<file path="config.mk">
export PLATFORM = sky130hd
export DESIGN_NAME = sdrxframe
export DESIGN_NICKNAME = d
export VERILOG_FILES = /design/src/rtl/sd_pkg.sv /design/src/rtl/sdrxcrc.sv /design/src/rtl/sdrxframe.sv
export SDC_FILE = /design/constraint.sdc
export NUM_CORES = 1
export LEC_CHECK = 0
export BUFFER_PORTS_ARGS = -buffer_cell sky130_fd_sc_hd__buf_4
export CAP_MARGIN = 10
export CORE_ASPECT_RATIO = 0.7
export CORE_MARGIN = 10
export CORE_UTILIZATION = 55
export CTS_BUF_LIST = sky130_fd_sc_hd__clkbuf_2 sky130_fd_sc_hd__clkbuf_4 sky130_fd_sc_hd__clkbuf_8
export CTS_CLUSTER_DIAMETER = 30
export DETAILED_ROUTE_END_ITERATION = 6
export GPL_TIMING_DRIVEN = 0
export PLACE_DENSITY = 0.84
export SETUP_SLACK_MARGIN = 0.05
export SKIP_CTS_REPAIR_TIMING = 1
export SLEW_MARGIN = 10
export SYNTH_ARGS = -nofsm -noshare
export SYNTH_HDL_FRONTEND = slang
export SYNTH_SLANG_ARGS = --single-unit
</file>
<file path="constraint.sdc">
create_clock -name i_clk -period 3.2 [get_ports i_clk]
set_input_delay 0 -clock i_clk [delete_from_list [all_inputs] [get_ports i_clk]]
set_output_delay 0 -clock i_clk [all_outputs]
set_load 0.01 [all_outputs]
</file>
<file path="src/rtl/sd_pkg.sv">
// Constants shared by the SDIO data-frame transmitter and receiver.
// Lane widths, the default per-lane CRC polynomial and the deframer state codes.
package sd_pkg;

  localparam logic [1:0]  WIDTH_1W = 2'b00;
  localparam logic [1:0]  WIDTH_4W = 2'b01;
  localparam logic [1:0]  WIDTH_8W = 2'b10;

  localparam logic [15:0] DEFAULT_CRC_POLY = 16'h1021;

  localparam logic [2:0]  ST_IDLE       = 3'd0;
  localparam logic [2:0]  ST_WAIT_START = 3'd1;
  localparam logic [2:0]  ST_DATA       = 3'd2;
  localparam logic [2:0]  ST_CRC        = 3'd3;
  localparam logic [2:0]  ST_END        = 3'd4;

  // Width code 2'b11 behaves as 8-lane mode.
  function automatic logic [7:0] lane_mask(input logic [1:0] w);
    case (w)
      WIDTH_1W: return 8'h01;
      WIDTH_4W: return 8'h0F;
      default:  return 8'hFF;
    endcase
  endfunction

  function automatic logic [3:0] lane_bits(input logic [1:0] w);
    case (w)
      WIDTH_1W: return 4'd1;
      WIDTH_4W: return 4'd4;
      default:  return 4'd8;
    endcase
  endfunction

endpackage

</file>
<file path="src/rtl/sdrxcrc.sv">
// Single-lane serial CRC register, MSB-first shift.
// o_zero reports an all-zero remainder, i.e. data plus appended CRC checked clean.
module sdrxcrc #(
  parameter int              NCRC = 16,
  parameter logic [NCRC-1:0] POLY = 16'h1021
) (
  input  logic i_clk,
  input  logic i_reset,
  input  logic i_clear,
  input  logic i_step,
  input  logic i_bit,
  output logic o_zero
);

  logic [NCRC-1:0] crc_q;
  logic [NCRC-1:0] crc_d;

  always_comb begin
    crc_d = crc_q;
    if (i_clear) begin
      crc_d = '0;
    end else if (i_step) begin
      crc_d = {crc_q[NCRC-2:0], 1'b0} ^ ((crc_q[NCRC-1] ^ i_bit) ? POLY : '0);
    end
  end

  always_ff @(posedge i_clk) begin
    if (i_reset) crc_q <= '0;
    else         crc_q <= crc_d;
  end

  assign o_zero = (crc_q == '0);

endmodule

</file>
<file path="src/rtl/sdrxframe.sv">
// SDIO receive data-frame deframer: start-bit search, 1/4/8-lane packing into
// 32-bit words, per-lane CRC-16 and end-bit checking, completion/error report.
module sdrxframe
  import sd_pkg::*;
#(
  parameter int              NCRC           = 16,
  parameter logic [NCRC-1:0] CRC_POLYNOMIAL = 16'h1021,
  parameter int              LGLEN          = 12
) (
  input  logic             i_clk,
  input  logic             i_reset,
  input  logic [1:0]       i_cfg_width,
  input  logic [LGLEN-1:0] i_length,
  input  logic             i_en,
  input  logic             i_rx_valid,
  input  logic [7:0]       i_rx_data,
  output logic             M_VALID,
  output logic [31:0]      M_DATA,
  output logic             M_LAST,
  output logic             o_busy,
  output logic             o_done,
  output logic             o_err
);

  // Handshake: a sample is consumed on every cycle with i_rx_valid=1 (no ready);
  // M_VALID is a one-cycle strobe with no backpressure, M_DATA/M_LAST qualify it.

  localparam int BW = LGLEN + 3;
  localparam int CW = $clog2(NCRC + 1);

  logic [2:0]       state_q,  state_d;
  logic [1:0]       width_q,  width_d;
  logic [LGLEN-1:0] len_q,    len_d;
  logic [BW-1:0]    bitcnt_q, bitcnt_d;
  logic [CW-1:0]    crccnt_q, crccnt_d;
  logic [31:0]      word_q,   word_d;
  logic [31:0]      mdata_q,  mdata_d;
  logic             mvalid_q, mvalid_d;
  logic             mlast_q,  mlast_d;
  logic             done_q,   done_d;
  logic             err_q,    err_d;

  logic [7:0]  mask;
  logic [7:0]  crc_zero;
  logic [BW-1:0] bit_next;
  logic [31:0] word_shift;
  logic        crc_clear;
  logic        crc_step;
  logic        start_bit;
  logic        crc_ok;
  logic        end_ok;
  logic        last_sample;

  assign mask        = lane_mask(width_q);
  assign bit_next    = bitcnt_q + BW'(lane_bits(width_q));
  assign start_bit   = ((i_rx_data & mask) == 8'h00);
  assign crc_ok      = &(crc_zero | ~mask);
  assign end_ok      = &(i_rx_data | ~mask);
  assign last_sample = (bit_next == {len_q, 3'b000});

  always_comb begin
    case (width_q)
      WIDTH_1W: word_shift = {word_q[30:0], i_rx_data[0]};
      WIDTH_4W: word_shift = {word_q[27:0], i_rx_data[3:0]};
      default:  word_shift = {word_q[23:0], i_rx_data};
    endcase
  end

  always_comb begin
    state_d   = state_q;
    width_d   = width_q;
    len_d     = len_q;
    bitcnt_d  = bitcnt_q;
    crccnt_d  = crccnt_q;
    word_d    = word_q;
    mdata_d   = mdata_q;
    mvalid_d  = 1'b0;
    mlast_d   = 1'b0;
    done_d    = 1'b0;
    err_d     = err_q;
    crc_clear = 1'b0;
    crc_step  = 1'b0;
    if (state_q == ST_IDLE) begin
      if (i_en) begin
        width_d = i_cfg_width;
        len_d   = i_length;
        state_d = ST_WAIT_START;
      end
    end else if (!i_en) begin
      // Abort: drop the frame, including any word completing this cycle.
      state_d = ST_IDLE;
    end else if (i_rx_valid) begin
      case (state_q)
        ST_WAIT_START: begin
          if (start_bit) begin
            crc_clear = 1'b1;
            bitcnt_d  = '0;
            crccnt_d  = '0;
            word_d    = '0;
            err_d     = 1'b0;
            state_d   = ST_DATA;
          end
        end
        ST_DATA: begin
          crc_step = 1'b1;
          word_d   = word_shift;
          bitcnt_d = bit_next;
          if (bit_next[4:0] == 5'd0) begin
            mvalid_d = 1'b1;
            mdata_d  = word_shift;
            mlast_d  = last_sample;
          end
          if (last_sample) state_d = ST_CRC;
        end
        ST_CRC: begin
          crc_step = 1'b1;
          crccnt_d = crccnt_q + 1'b1;
          if (crccnt_q == CW'(NCRC - 1)) state_d = ST_END;
        end
        ST_END: begin
          done_d  = 1'b1;
          err_d   = !crc_ok || !end_ok;
          state_d = ST_IDLE;
        end
        default: state_d = ST_IDLE;
      endcase
    end
  end

  always_ff @(posedge i_clk) begin
    if (i_reset) begin
      state_q  <= ST_IDLE;
      width_q  <= '0;
      len_q    <= '0;
      bitcnt_q <= '0;
      crccnt_q <= '0;
      word_q   <= '0;
      mdata_q  <= '0;
      mvalid_q <= 1'b0;
      mlast_q  <= 1'b0;
      done_q   <= 1'b0;
      err_q    <= 1'b0;
    end else begin
      state_q  <= state_d;
      width_q  <= width_d;
      len_q    <= len_d;
      bitcnt_q <= bitcnt_d;
      crccnt_q <= crccnt_d;
      word_q   <= word_d;
      mdata_q  <= mdata_d;
      mvalid_q <= mvalid_d;
      mlast_q  <= mlast_d;
      done_q   <= done_d;
      err_q    <= err_d;
    end
  end

  for (genvar k = 0; k < 8; k++) begin : g_lane
    sdrxcrc #(
      .NCRC (NCRC),
      .POLY (CRC_POLYNOMIAL)
    ) u_crc (
      .i_clk   (i_clk),
      .i_reset (i_reset),
      .i_clear (crc_clear),
      .i_step  (crc_step & mask[k]),
      .i_bit   (i_rx_data[k]),
      .o_zero  (crc_zero[k])
    );
  end

  assign M_VALID = mvalid_q;
  assign M_DATA  = mdata_q;
  assign M_LAST  = mlast_q;
  assign o_busy  = (state_q != ST_IDLE);
  assign o_done  = done_q;
  assign o_err   = err_q;

endmodule
</file>
## Word-level counts from Yosys, hierarchy flattened

Cells that the tools add are included.

| word-level totals | value |
|---|---|
| bits of input ports | 26 |
| output and inout port bits | 37 |
| register bits | 232 |
| word-level logic and storage cells | 137 |

| operators by class | value |
|---|---|
| bitwise logic cells | 33 |
| equal/unequal tests | 13 |
| muxes and demuxes | 38 |
| reduce and logical (&&, ||, !) cells | 32 |
| add/sub/neg operators | 2 |

Operator list:

| operator | count |
|---|---|
| logical NOT 16 bit | 8 |
| XOR 16 bit | 8 |
| two-way mux 13 bit | 8 |
| case mux 32 bit (2 select lines) | 1 |
| case mux 31 bit (2 select lines) | 1 |
| two-way mux 31 bit | 1 |
| case mux 15 bit (2 select lines) | 1 |
| AND reduction 5 bit | 5 |
| two-way mux 3 bit | 7 |
| bitwise OR 8 bit | 2 |
| case mux 8 bit (2 select lines) | 1 |
| AND reduction 8 bit | 2 |
| adder 15 x 4 -> 15 bit | 1 |
| == test 15 bit | 1 |
| two-way mux 15 bit | 1 |
| two-way mux 1 bit | 12 |
| inequality test 4 bit, second input constant | 3 |
| case mux 5 bit (2 select lines) | 1 |
| case mux 3 bit (3 select lines) | 1 |
| AND 1 bit | 8 |
| AND 8 bit | 1 |
| logical NOT 8 bit | 1 |
| NOT 8 bit | 1 |
| case mux 4 bit (2 select lines) | 1 |
| 24 further kinds | 41 |

## Longest topological paths before layout

Gate-level depths: netlist (run 1).

| depth | value |
|---|---|
| word-level depth | 10 |
| depth in mapped cells | 13 |
| gate-level depth less buffers | 9 |

## Cells and area by module

From an unflattened synthesis (run 1), not the netlist that was laid out.

| second synthesis, totals | value |
|---|---|
| cell total of the unflattened synthesis | 1145 |
| area, all modules | 10636.5 µm² |

Modules (own cells, without submodules):

| module | area an instance (µm²) | seq. area each (µm²) | cells each | times used |
|---|---|---|---|---|
| sdrxframe | 5321.4 | 2082.0 | 625 | 1 |
| sdrxcrc | 664.4 | 320.3 | 65 | 8 |

## Worst setup path before layout (run 1)

OpenSTA, ideal clock, no wires.

| timing | value |
|---|---|
| path type | register to register |
| start point | register width_q[1] |
| end point | register mdata_q[30], in the netlist M_DATA[30] |
| library setup time | 58 ps |
| clock period less this slack | 3167 ps |
| arrival time | 3109 ps |
| required time | 3142 ps |
| stages on the path, launching flop included | 14 |
| buffers on the path | 5 |
| slack | 33 ps |
| path through | dfxtp_1 -> clkbuf_1 -> clkbuf_1 -> clkbuf_1 -> nor2b_1 -> ha_1 -> a211o_1 -> a21oi_1 -> nor2_1 -> or4_4 -> buf_2 -> buf_2 -> nor2_1 -> o21a_1 |

| on the way | value |
|---|---|
| cells in the longest elaborated chain, start to end | 5 |
| elaborated cells on any way between the ends | 7 |
| classes of those cells | add/sub: 1; eq/ne: 1; mux: 2; reduce/logical: 3 |

RTL lines:

| element | line | RTL |
|---|---|---|
| from (decl) | sdrxframe.sv:32 | `logic [1:0] width_q, width_d;` |
| from (signal assigned) | sdrxframe.sv:145 | `width_q <= width_d;` |
| == test 2 x 1 -> 1 bit / logical NOT 2 bit (equally long branches) | sd_pkg.sv:27, sdrxframe.sv:62 |  |
| case mux 4 bit (2 select lines) | sd_pkg.sv:27 | `case (w)` |
| adder 15 x 4 -> 15 bit | sdrxframe.sv:55 | `assign bit_next = bitcnt_q + BW'(lane_bits(width_q));` |
| logical NOT 5 bit | sdrxframe.sv:108 | `if (bit_next[4:0] == 5'd0) begin` |
| AND reduction 5 bit (no source line) | - |  |
| to (signal assigned) | sdrxframe.sv:150 | `mdata_q <= mdata_d;` |
| to (decl) | sdrxframe.sv:37 | `logic [31:0] mdata_q, mdata_d;` |

Parallel ways exist; a longest one is shown, timed or not.
A chain may end at the register's enable or synchronous reset.

## Worst setup path in the final report (run 1)

| timing | value |
|---|---|
| start point | register width_q[1] |
| end point | register mdata_q[29], in the netlist M_DATA[29] |

Same word-level chain as after synthesis.

==> results of run 1 <==
==> cells in the final DEF, fill, tap and decap left out, drive strengths merged, types with 3 or more instances in the layout <==
| cell type | netlist | final |
|---|---|---|
| a211oi | 15 | 15 |
| a21oi | 228 | 228 |
| and2 | 30 | 30 |
| buf | 27 | 91 |
| bufinv | 0 | 6 |
| clkbuf | 64 | 112 |
| clkinv | 0 | 5 |
| dfxtp | 232 | 232 |
| dlygate4sd3 | 0 | 28 |
| ha | 6 | 6 |
| inv | 7 | 9 |
| mux2i | 32 | 32 |
| nand2 | 266 | 266 |
| nand3 | 10 | 10 |
| nand4 | 15 | 15 |
| nor2 | 170 | 170 |
| nor2b | 3 | 3 |
| nor3 | 44 | 44 |
| nor4 | 33 | 33 |
| nor4b | 3 | 3 |
| o21a | 32 | 32 |
| o21ai | 17 | 17 |
| or3 | 4 | 4 |
| or4 | 4 | 4 |
| xnor2 | 19 | 19 |
| xor2 | 22 | 22 |
==> kinds of logic after synthesis <==
family                     Yosys count
and+or+nand+nor                    595
DFF                                232
adders and majority gates            6
AOI/OAI and AO/OA                  308
buffers and inverters               98
xor gates and xnor gates            41
muxes                               32
==> metrics by stage <==
stage / utilization / TNS [ns] / area (sq um)
2_1_floorplan: - / 0 / 10200
3_5_place_dp: 0.606 / -27.88 / 11000
5_1_grt: 0.675 / 0 / 12200
3_3_place_gp: 0.606 / -25.32 / 11000
4_1_cts: 0.655 / -28.98 / 11900
6_report: 0.675 / 0 / 12200
==> sequential cells by signal, indices dropped and copies added (netlist names) <==
signal	flops
word_q	31
len_q	12
state_q	3
M_VALID	1
width_q	2
bitcnt_q	15
o_done	1
g_lane.u_crc.crc_q	128
o_err	1
M_LAST	1
crccnt_q	5
M_DATA	32
==> area by class of cell <==
cell class,instances,area (sq um)
fill,1457,5890
buffer,89,478
inverter,7,26.3
clock inverter,13,223
multi-input combinational,982,5130
sequential,232,4650
timing repair buffer,91,753
tap,236,295
clock buffer,51,664
==> where the power goes <==
part | internal (mW) | switching [mW] | leakage [nW]
logic | 0.127 | 0.203 | 2.12
registers | 2.90 | 0.0116 | 1.87
clock network | 1.84 | 1.22 | 0.465
==> synthesized netlist by cell type, types with 19 or more instances <==
library cell  instances
nor4_1               32
nand2_1             265
a21oi_1             227
nor3_1               44
mux2i_1              32
o21a_1               32
nor2_1              168
clkbuf_1             64
xor2_1               22
and2_1               22
dfxtp_1             232
xnor2_1              19
==> per-layer routing <==
metal	track usage	wire [um]	up-vias	part of all wire
li1	-	-	4732	-
met1	0.306	13200	4626	0.46
met2	0.335	12400	413	0.43
met3	0.0537	2260	68	0.079
met4	0.0715	675	0	0.024
met5	0	0	-	0
==> worst reg2reg max path: stages (launching register included) <==
cell and delay [ns]:
dfxtp_1 0.35, buf_6 0.17, buf_12 0.16, nor2b_1 0.14, ha_2 0.32, a211o_1 0.37
a21oi_2 0.16, nor2_1 0.09, or4_4 0.54, clkbuf_1 0.25, and2_1 0.22, o21a_1 0.16
==> how the worst max path moves through the flow <==
stage            endpoint  slack (ns)  depth (start not counted)
6_report       M_DATA[29]        0.14                         11
3_3_place_gp       M_LAST       -1.08                         11
4_1_cts            M_LAST       -1.14                         11
3_5_place_dp       M_LAST       -1.11                         11
5_1_grt        M_DATA[24]        0.06                         12
2_1_floorplan  M_DATA[30]        0.11                         13
==> qor.yml, run 1 <==
synth_top_family_by_area: "simple AND/OR/NAND/NOR gates"
io_buffers: 61
synth-async-reset-ratio: 0
dp.cells: 1609
die_x_um: 183
finalPower_mw: 6.30
hold_slack_ns: -0.0264
synth_compound_area_frac: 0.169
synth_top_flop_cell: "dfxtp_1"
tightest_slew_ns: 0.774
drt_wl_total_um: 28600
synth_adder_area_share: 0.00735
fin_crit_ns: 3.06
grt_max_degree: 11
dieHeight_um: 134
gp_congestion: 0.952
grt_overflow_total: 0
path_max_fanout: 19
yosysTopAreaCell: "dfxtp_1"
setup_viol: 0
drt-initial-drc-count: 1234
p_leak_nw: 4.45
num_rows: 41
min_to: "M_DATA[4]"
cts.sinks: 232
rsz0062_at_grt: "false"
worst_setup_path_end_kind: "register"
slowest_stage: "or4_4"
nets: 1473
root_buffer: "clkbuf_8"
path_class: "register to register"
synth_top_area_frac: 0.455
drive_gt1_frac: 0.119
synth.area.top_cells: "dfxtp_1 (45%), a21oi_1 (11%), nand2_1 (9.7%), nor2_1 (6.2%), mux2i_1 (3.1%)"
cpPeakStageDelay_ns: 0.54
ys_ff_latch: 232
hold_depth: 4
htreeDepth: 2
start_kind: "register"
place_ws_ns: -1.11
area.growth.synth_to_final_pct: 19.6
critPathBufInv: 3
critical_path.cell_chain: "buf_6 > buf_12 > nor2b_1 > ha_2 > a211o_1 > a21oi_2 > nor2_1 > or4_4 > clkbuf_1 > and2_1 > o21a_1"
muxShareOfSynthArea: 0.0314
fmaxAchievable_mhz: 327
path_clk_slew_ns: 0.07
critPathLaunch: "width_q[1]"
synth_simple_gate_area_frac: 0.256
antennaDiodeCount: 0
pin_count: 63
grt_first_pass_wirelength_um: 46000
crit_required_ns: 3.63
dr.pass1.iters: 5
start_util: 0.564
finalWorstSetupSlack_ns: 0.142
grt_pass1_vias: 9257
viasPerCell: 5.78
synth_xor_xnor_area_share: 0.0352
violations: "negative hold slack"
synth_area_sq_um: 10200
hpwl_um: 19500
wire_per_inst_um: 16.8
yosysWarnings: 0
synth_cell_types: 54
synth-seq-area-share: 0.455
dieArea_sq_um: 24500
hp-class: "primary input to register"
reg2reg_to: "M_DATA[29]"
core_sq_um: 18100
synthCells: 1312
cts.path.max_buffers: 3
cts_tree: "done"
hold_viol_final: 2
p_per_area_nw_per_um2: 516
syn_nets: 1344
antenna_left: 0
instances_no_fill: 1701
final.period_utilization: 0.956
synth_edf_count: 0
clock_skew_ns: 0.0422
worstRegToRegCells: 11
maxSlewHeadroom: 0.481
r2r_slack_ns: 0.14
ir_drop_mv: 0.438
cts_buffers: 38
antenna_found_initial: 0
maxSlewViolCount: 0
clk_latency_ns: 0.57
path_delay_family: "simple AND/OR/NAND/NOR gates"
post-route-drc-count: 0
grt_use_total: 0.222
maxCapViolCount: 0
min_from: "i_rx_data[4]"
timing.rr.start: "width_q[1]"
synth.avg_cell_area_sq_um: 7.79
arrival_ns: 3.49
vias: 9839
status: "finished, violations left"
Note: power is estimated with default switching activity, not from simulation.
==> inputs of run 2 (changes only) <==
--- a/config.mk
+++ b/config.mk
@@ -5,6 +5,7 @@
 export SDC_FILE = /design/constraint.sdc
 export NUM_CORES = 1
 export LEC_CHECK = 0
+export ABC_AREA = 1
 export BUFFER_PORTS_ARGS = -buffer_cell sky130_fd_sc_hd__buf_4
 export CAP_MARGIN = 10
 export CORE_ASPECT_RATIO = 0.7
==> qor.yml, run 2 <==
nets: 1542  # +4.7%
antenna_left: 0  # unchanged
area.growth.synth_to_final_pct: 17.7
hold_slack_ns: -0.0294  # -0.00296 ns
synth.area.top_cells: "dfxtp_1 (46%), nand2_1 (14%), a21oi_1 (10%), inv_1 (3.9%), nor2_1 (3.2%)"
met3_length_um: 2180  # -3.3%
path_max_fanout: 10  # -9
finish.utilization: 0.662  # -0.0131
synth-async-reset-ratio: 0  # unchanged
syn_nets: 1418  # +5.5%
synth_edf_count: 0  # unchanged
final_cell_mix: "nand2_1 (392), dfxtp_1 (232), a21oi_1 (209), inv_1 (106), nor2_1 (83)"
maxSlewHeadroom: 0.567  # +0.0868
synth.avg_cell_area_sq_um: 7.35  # -5.7%
p_sw_frac: 0.304  # +0.0757
seqPwrFrac: 0.440  # -0.022
path_class: "register to register"
gp_congestion: 0.969  # +1.7%
crit_required_ns: 3.64  # about the same
dieHeight_um: 134  # -0.14%
hpwl_um: 19200  # -1.7%
largest-register: "g_lane.u_crc.crc_q"
grt_use_total: 0.211  # -0.0112
final.period_utilization: 0.904  # -0.0513
drt-initial-drc-count: 1026  # -17%
rsz0062_at_grt: "false"
root_buffer: "clkbuf_8"
cts_tree: "done"
maxCapViolCount: 0  # unchanged
p_leak_nw: 4.40  # -1.1%
yosysWarnings: 0  # unchanged
p_comb_frac: 0.167  # +0.115
p_int_mw: 4.84  # -0.62%
tightest_slew_ns: 0.649  # -0.125 ns
synth_area_sq_um: 10200  # -0.33%
start_kind: "register"
grt_max_degree: 12  # +1
synth_top_flop_cell: "dfxtp_1"
start_util: 0.562  # -0.00187
grt_pass1_vias: 8874  # -4.1%
post-route-drc-count: 0  # unchanged
cts_buffers: 40  # +5.3%
synthCells: 1386  # +5.6%
wire_per_inst_um: 15.3  # -8.9%
maxSlewViolCount: 0  # unchanged
fin_crit_ns: 2.89  # -0.164 ns
cts.path.max_buffers: 3  # unchanged
clk_latency_ns: 0.54  # -0.03 ns
grt_overflow_total: 0  # unchanged
ir_drop_mv: 0.403  # -8.1%
path_clk_slew_ns: 0.06  # about the same
hold_viol_final: 4  # +2
yosysMostFrequentCell: "nand2_1"
layout_commonest_cell: "nand2_1"
drt_wl_total_um: 27100  # -5.1%
drive_gt1_frac: 0.137  # +0.0187
dr.pass1.iters: 6  # +1
pwr-share-clk: 0.393  # -0.093
vias: 9806  # -0.34%
setup_viol: 0  # unchanged
largest_reg_flops: 128  # unchanged
clock_skew_ns: 0.0254  # -0.0168 ns
status: "finished, violations left"
wl_met1_um: 12700  # -3.8%
fmaxAchievable_mhz: 346  # +5.7%
p_per_area_nw_per_um2: 580  # +12%
antennaDiodeCount: 0  # unchanged
synth_common_cells: "nand2_1 (392), dfxtp_1 (232), a21oi_1 (209)"
pin_count: 63  # unchanged
dieArea_sq_um: 24400  # -0.29%
p_sw_mw: 2.11  # +47%
ys_ff_latch: 232  # unchanged
num_rows: 41  # unchanged
violations: "negative hold slack"
cts.sinks: 232  # unchanged
yosysTopAreaCell: "dfxtp_1"
synth-seq-area-share: 0.456  # +0.00151
grt_first_pass_wirelength_um: 43600  # -5.1%
synth_top_area_frac: 0.456  # +0.00151
hp-class: "primary input to register"
worst_setup_path_end_kind: "register"
arrival_ns: 3.34  # -0.15 ns
die_x_um: 183  # -0.15%
dr_wl_met2_um: 11600  # -6.5%
io_buffers: 62  # +1.6%
topRoutingLayerUsed: "met4"
antenna_found_initial: 0  # unchanged
synth_cell_types: 43  # -20%
core_sq_um: 18100  # unchanged
htreeDepth: 2  # unchanged
viasPerCell: 5.54  # -4.3%
## run 2: cell types whose count changed in the layout (fill, tap and decap cells not counted), moves of 22 or more
| cell | previous run | this run |
|---|---|---|
| nand2_1 | 265 | 392 |
| inv_1 | 7 | 106 |
| nor2_1 | 166 | 83 |
| nand3_1 | 10 | 46 |
| nor3_1 | 44 | 10 |
| o21ai_0 | 14 | 43 |
| mux2i_1 | 32 | 9 |
| o21a_1 | 32 | 10 |
## run 2: stage by stage
step	instances	power, mW	setup TNS [ns]	setup slack (ns)	area [sq um]
after floorplan	1386	3.86	0	0.521	10200
after global placement	1684	4.18	-7.26	-0.369	10900
after detailed placement	1684	4.20	-8.89	-0.437	10900
after CTS	1751	6.90	-10.01	-0.470	11700
after global routing	1771	7.23	0	0.0834	12000
final	1771	6.94	0	0.306	12000
## run 2: worst max-delay path, stage by stage (launching register included)
cell and delay, ns:
dfxtp_1 0.44, buf_4 0.25, nor2_4 0.07, buf_4 0.18
ha_1 0.38, nand3_1 0.12, nand2_1 0.10, nand2_1 0.14
nand2_1 0.12, nand2_1 0.05, nand2_1 0.09, nand2_1 0.06
nor2_1 0.13, nand2_1 0.08, nor2_2 0.11, nand3_2 0.12
nand2_2 0.13, nand3_1 0.08, nand2_1 0.07, nor2_1 0.04
## run 2: final timing paths
check	depth (start not counted)	slack [ns]	startpoint	endpoint
worst min register to register	2	0.45	M_DATA[10]	M_DATA[10]
worst min-delay path	5	-0.03	i_rx_data[6]	g_lane[6].u_crc.crc_q[0]
worst max register to register	19	0.31	width_q[1]	state_q[1]
worst max-delay path	19	0.31	width_q[1]	state_q[1]
## run 2: power by group through the flow
stage	logic (mW)	clock network [mW]	registers, mW
6_report	1.16	2.73	3.06
2_1_floorplan	0.756	0	3.10
3_5_place_dp	1.08	0	3.11
4_1_cts	1.09	2.76	3.05
3_3_place_gp	1.07	0	3.11
5_1_grt	1.29	2.88	3.06
## run 2: routing by layer
metal	global-route usage	vias up
met5	0	-
met4	0.0622	0
met3	0.0500	50
met2	0.312	381
met1	0.298	4533
li1	-	4842
## run 2: layout make-up
class | count | area, sq um
Buffer | 71 | 339
Clock buffer | 55 | 688
Clock inverter | 12 | 108
Fill cell | 1568 | 6130
Inverter | 114 | 428
Multi-Input combinational cell | 968 | 4810
Sequential cell | 232 | 4640
Tap cell | 236 | 295
Timing Repair Buffer | 83 | 673
## run 2: cell families (layout without fill, tap and decap cells)
logic type                 after synthesis  count (layout)  share of synthesized area
buffers and inverters                  186             335                     0.0742
muxes                                    9               9                    0.00885
DFF                                    232             232                      0.456
and+or+nand+nor                        619             619                      0.263
xor gates and xnor gates                20              20                     0.0186
AOI/OAI and AO/OA                      314             314                      0.172
adders and majority gates                6               6                    0.00737
==> inputs of run 3 (changes only) <==
--- a/config.mk
+++ b/config.mk
@@ -10,12 +10,11 @@
 export CAP_MARGIN = 10
 export CORE_ASPECT_RATIO = 0.7
 export CORE_MARGIN = 10
-export CORE_UTILIZATION = 55
+export CORE_UTILIZATION = 47
 export CTS_BUF_LIST = sky130_fd_sc_hd__clkbuf_2 sky130_fd_sc_hd__clkbuf_4 sky130_fd_sc_hd__clkbuf_8
-export CTS_CLUSTER_DIAMETER = 30
 export DETAILED_ROUTE_END_ITERATION = 6
 export GPL_TIMING_DRIVEN = 0
-export PLACE_DENSITY = 0.84
+export PLACE_DENSITY = 0.75
 export SETUP_SLACK_MARGIN = 0.05
 export SKIP_CTS_REPAIR_TIMING = 1
 export SLEW_MARGIN = 10
==> qor.yml, run 3 (synthesis gave the netlist of run 2 again) <==
hold_slack_ns: -0.00399  # +0.0254 ns
finalWorstSetupSlack_ns: 0.211  # -0.0950 ns
htreeDepth: 2  # unchanged
multi_input_area_sq_um: 4810  # unchanged
final_cell_mix: "nand2_1 (392), dfxtp_1 (232), a21oi_1 (209), inv_1 (106), nor2_1 (84)"
grt_pass1_vias: 8591  # -3.2%
largest-register: "g_lane.u_crc.crc_q"
n_fill_cell: 1979  # +26%
core_sq_um: 21000  # +16%
arrival_ns: 3.39  # +0.05 ns
grt_use_total: 0.184  # -0.0275
rsz0062_at_grt: "true"
maxSlewHeadroom: 0.530  # -0.0370
fin_crit_ns: 2.99  # +0.0950 ns
largest_reg_flops: 128  # unchanged
io_buffers: 62  # unchanged
post_dp_cell_area_sq_um: 11000  # +0.46%
clock_skew_ns: 0.0176  # -0.00784 ns
grt_overflow_total: 0  # unchanged
start_util: 0.484  # -0.0781
antenna_found_initial: 0  # unchanged
cts.sinks: 232  # unchanged
grt_max_degree: 11  # -1
hold_viol_final: 5  # +1
ir_drop_mv: 0.292  # -28%
nets: 1535  # -0.45%
crit_required_ns: 3.60  # -0.04 ns
status: "finished, violations left"
drive_gt1_frac: 0.133  # -0.00426
clk_latency_ns: 0.53  # about the same
dr.pass1.iters: 5  # -1
wire_per_inst_um: 14.8  # -3.0%
pin_count: 63  # unchanged
start_kind: "register"
antenna_left: 0  # unchanged
cts_buffers: 36  # -10%
dieArea_sq_um: 28000  # +15%
place_ws_ns: -0.476  # -0.0393 ns
grt_first_pass_wirelength_um: 43300  # -0.84%
maxCapViolCount: 0  # unchanged
gp_congestion: 0.944  # -2.5%
p_per_area_nw_per_um2: 562  # -3.0%
area.growth.synth_to_final_pct: 17.0
num_rows: 44  # +7.3%
finish.utilization: 0.567  # -0.0952
p_leak_nw: 4.35  # -1.3%
root_buffer: "clkbuf_8"
antennaDiodeCount: 0  # unchanged
hp-class: "primary input to register"
layout_commonest_cell: "nand2_1"
drt_wl_total_um: 26700  # -1.5%
path_class: "register to register"
tightest_slew_ns: 0.705  # +0.0556 ns
seqCellArea_sq_um: 4640  # unchanged
fmaxAchievable_mhz: 335  # -3.2%
hpwl_um: 19400  # +1.2%
violations: "negative hold slack"
worst_setup_path_end_kind: "register"
hold_depth: 5  # unchanged
final.period_utilization: 0.934  # +0.0297
path_max_fanout: 10  # unchanged
dieHeight_um: 143  # +7.0%
cts_tree: "done"
setup_viol: 0  # unchanged
die_x_um: 196  # +7.3%
worstRegToRegCells: 12  # -7
path_clk_slew_ns: 0.06  # about the same
stdcell_area_sq_um: 11900  # -0.57%
maxSlewViolCount: 0  # unchanged
drt-initial-drc-count: 900  # -12%
post-route-drc-count: 0  # unchanged
viasPerCell: 5.34  # -3.5%
cts.path.max_buffers: 3  # unchanged
vias: 9617  # -1.9%
-- run 3: changes by cell type in the layout (fill, tap and decap cells not counted), sizes merged --
cell,before,now
clkbuf,94,99
clkinv,5,0
inv,117,115
buf,95,92
bufinv,1,0
clkinvlp,3,0
dlygate4sd3,20,18
-- run 3: power by group --
part | total, mW | switching (mW) | internal, mW
combinational | 1.14 | 0.787 | 0.356
clock | 2.50 | 1.13 | 1.37
sequential | 3.05 | 0.0670 | 2.98
total | 6.70 | 1.99 | 4.71
-- run 3: critical path, stage by stage, from the launching register on --
cell      delay [ns]
dfxtp_1         0.36
clkbuf_4        0.23
nor2_4          0.20
clkbuf_4        0.25
ha_2            0.33
xor2_1          0.19
nor3_1          0.24
nand2_1         0.10
nor2_2          0.18
nand4_4         0.21
buf_2           0.27
o21ai_0         0.24
a21oi_1         0.06
-- run 3: layout make-up --
class                   instances  share of cell area
multi-input cells             968               0.403
flip-flops and latches        232               0.390
clock buffers                  58              0.0586
repair buffers                 80              0.0542
inverters                     114              0.0359
well taps                     276              0.0290
plain buffers                  71              0.0283
clock inverters                 1            0.000735
-- run 3: routing by layer --
metal,GRT usage,up-vias,part of all wire
met5,0,-,0
li1,-,4816,-
met4,0.0481,0,0.017
met1,0.269,4404,0.49
met3,0.0407,42,0.081
met2,0.264,355,0.41
-- run 3: per-stage QoR --
stage,hold slack (ns),instances,power (mW),TNS (ns)
floorplan,0.135,1386,3.86,0
finish,-0.00399,1800,6.70,0
detailed placement,0.234,1724,4.20,-11.71
global placement,0.236,1724,4.19,-8.91
CTS,-0.314,1783,6.69,-12.62
global route,0.000882,1800,7.01,0
-- run 3: worst paths after layout --
kind / from / to / slack [ns]
worst min register to register: M_DATA[16] / M_DATA[16] / 0.44
worst min-delay path: i_rx_data[6] / g_lane[6].u_crc.crc_q[0] / -0.004
worst max-delay path: width_q[1] / M_DATA[23] / 0.21
worst max register to register: width_q[1] / M_DATA[23] / 0.21
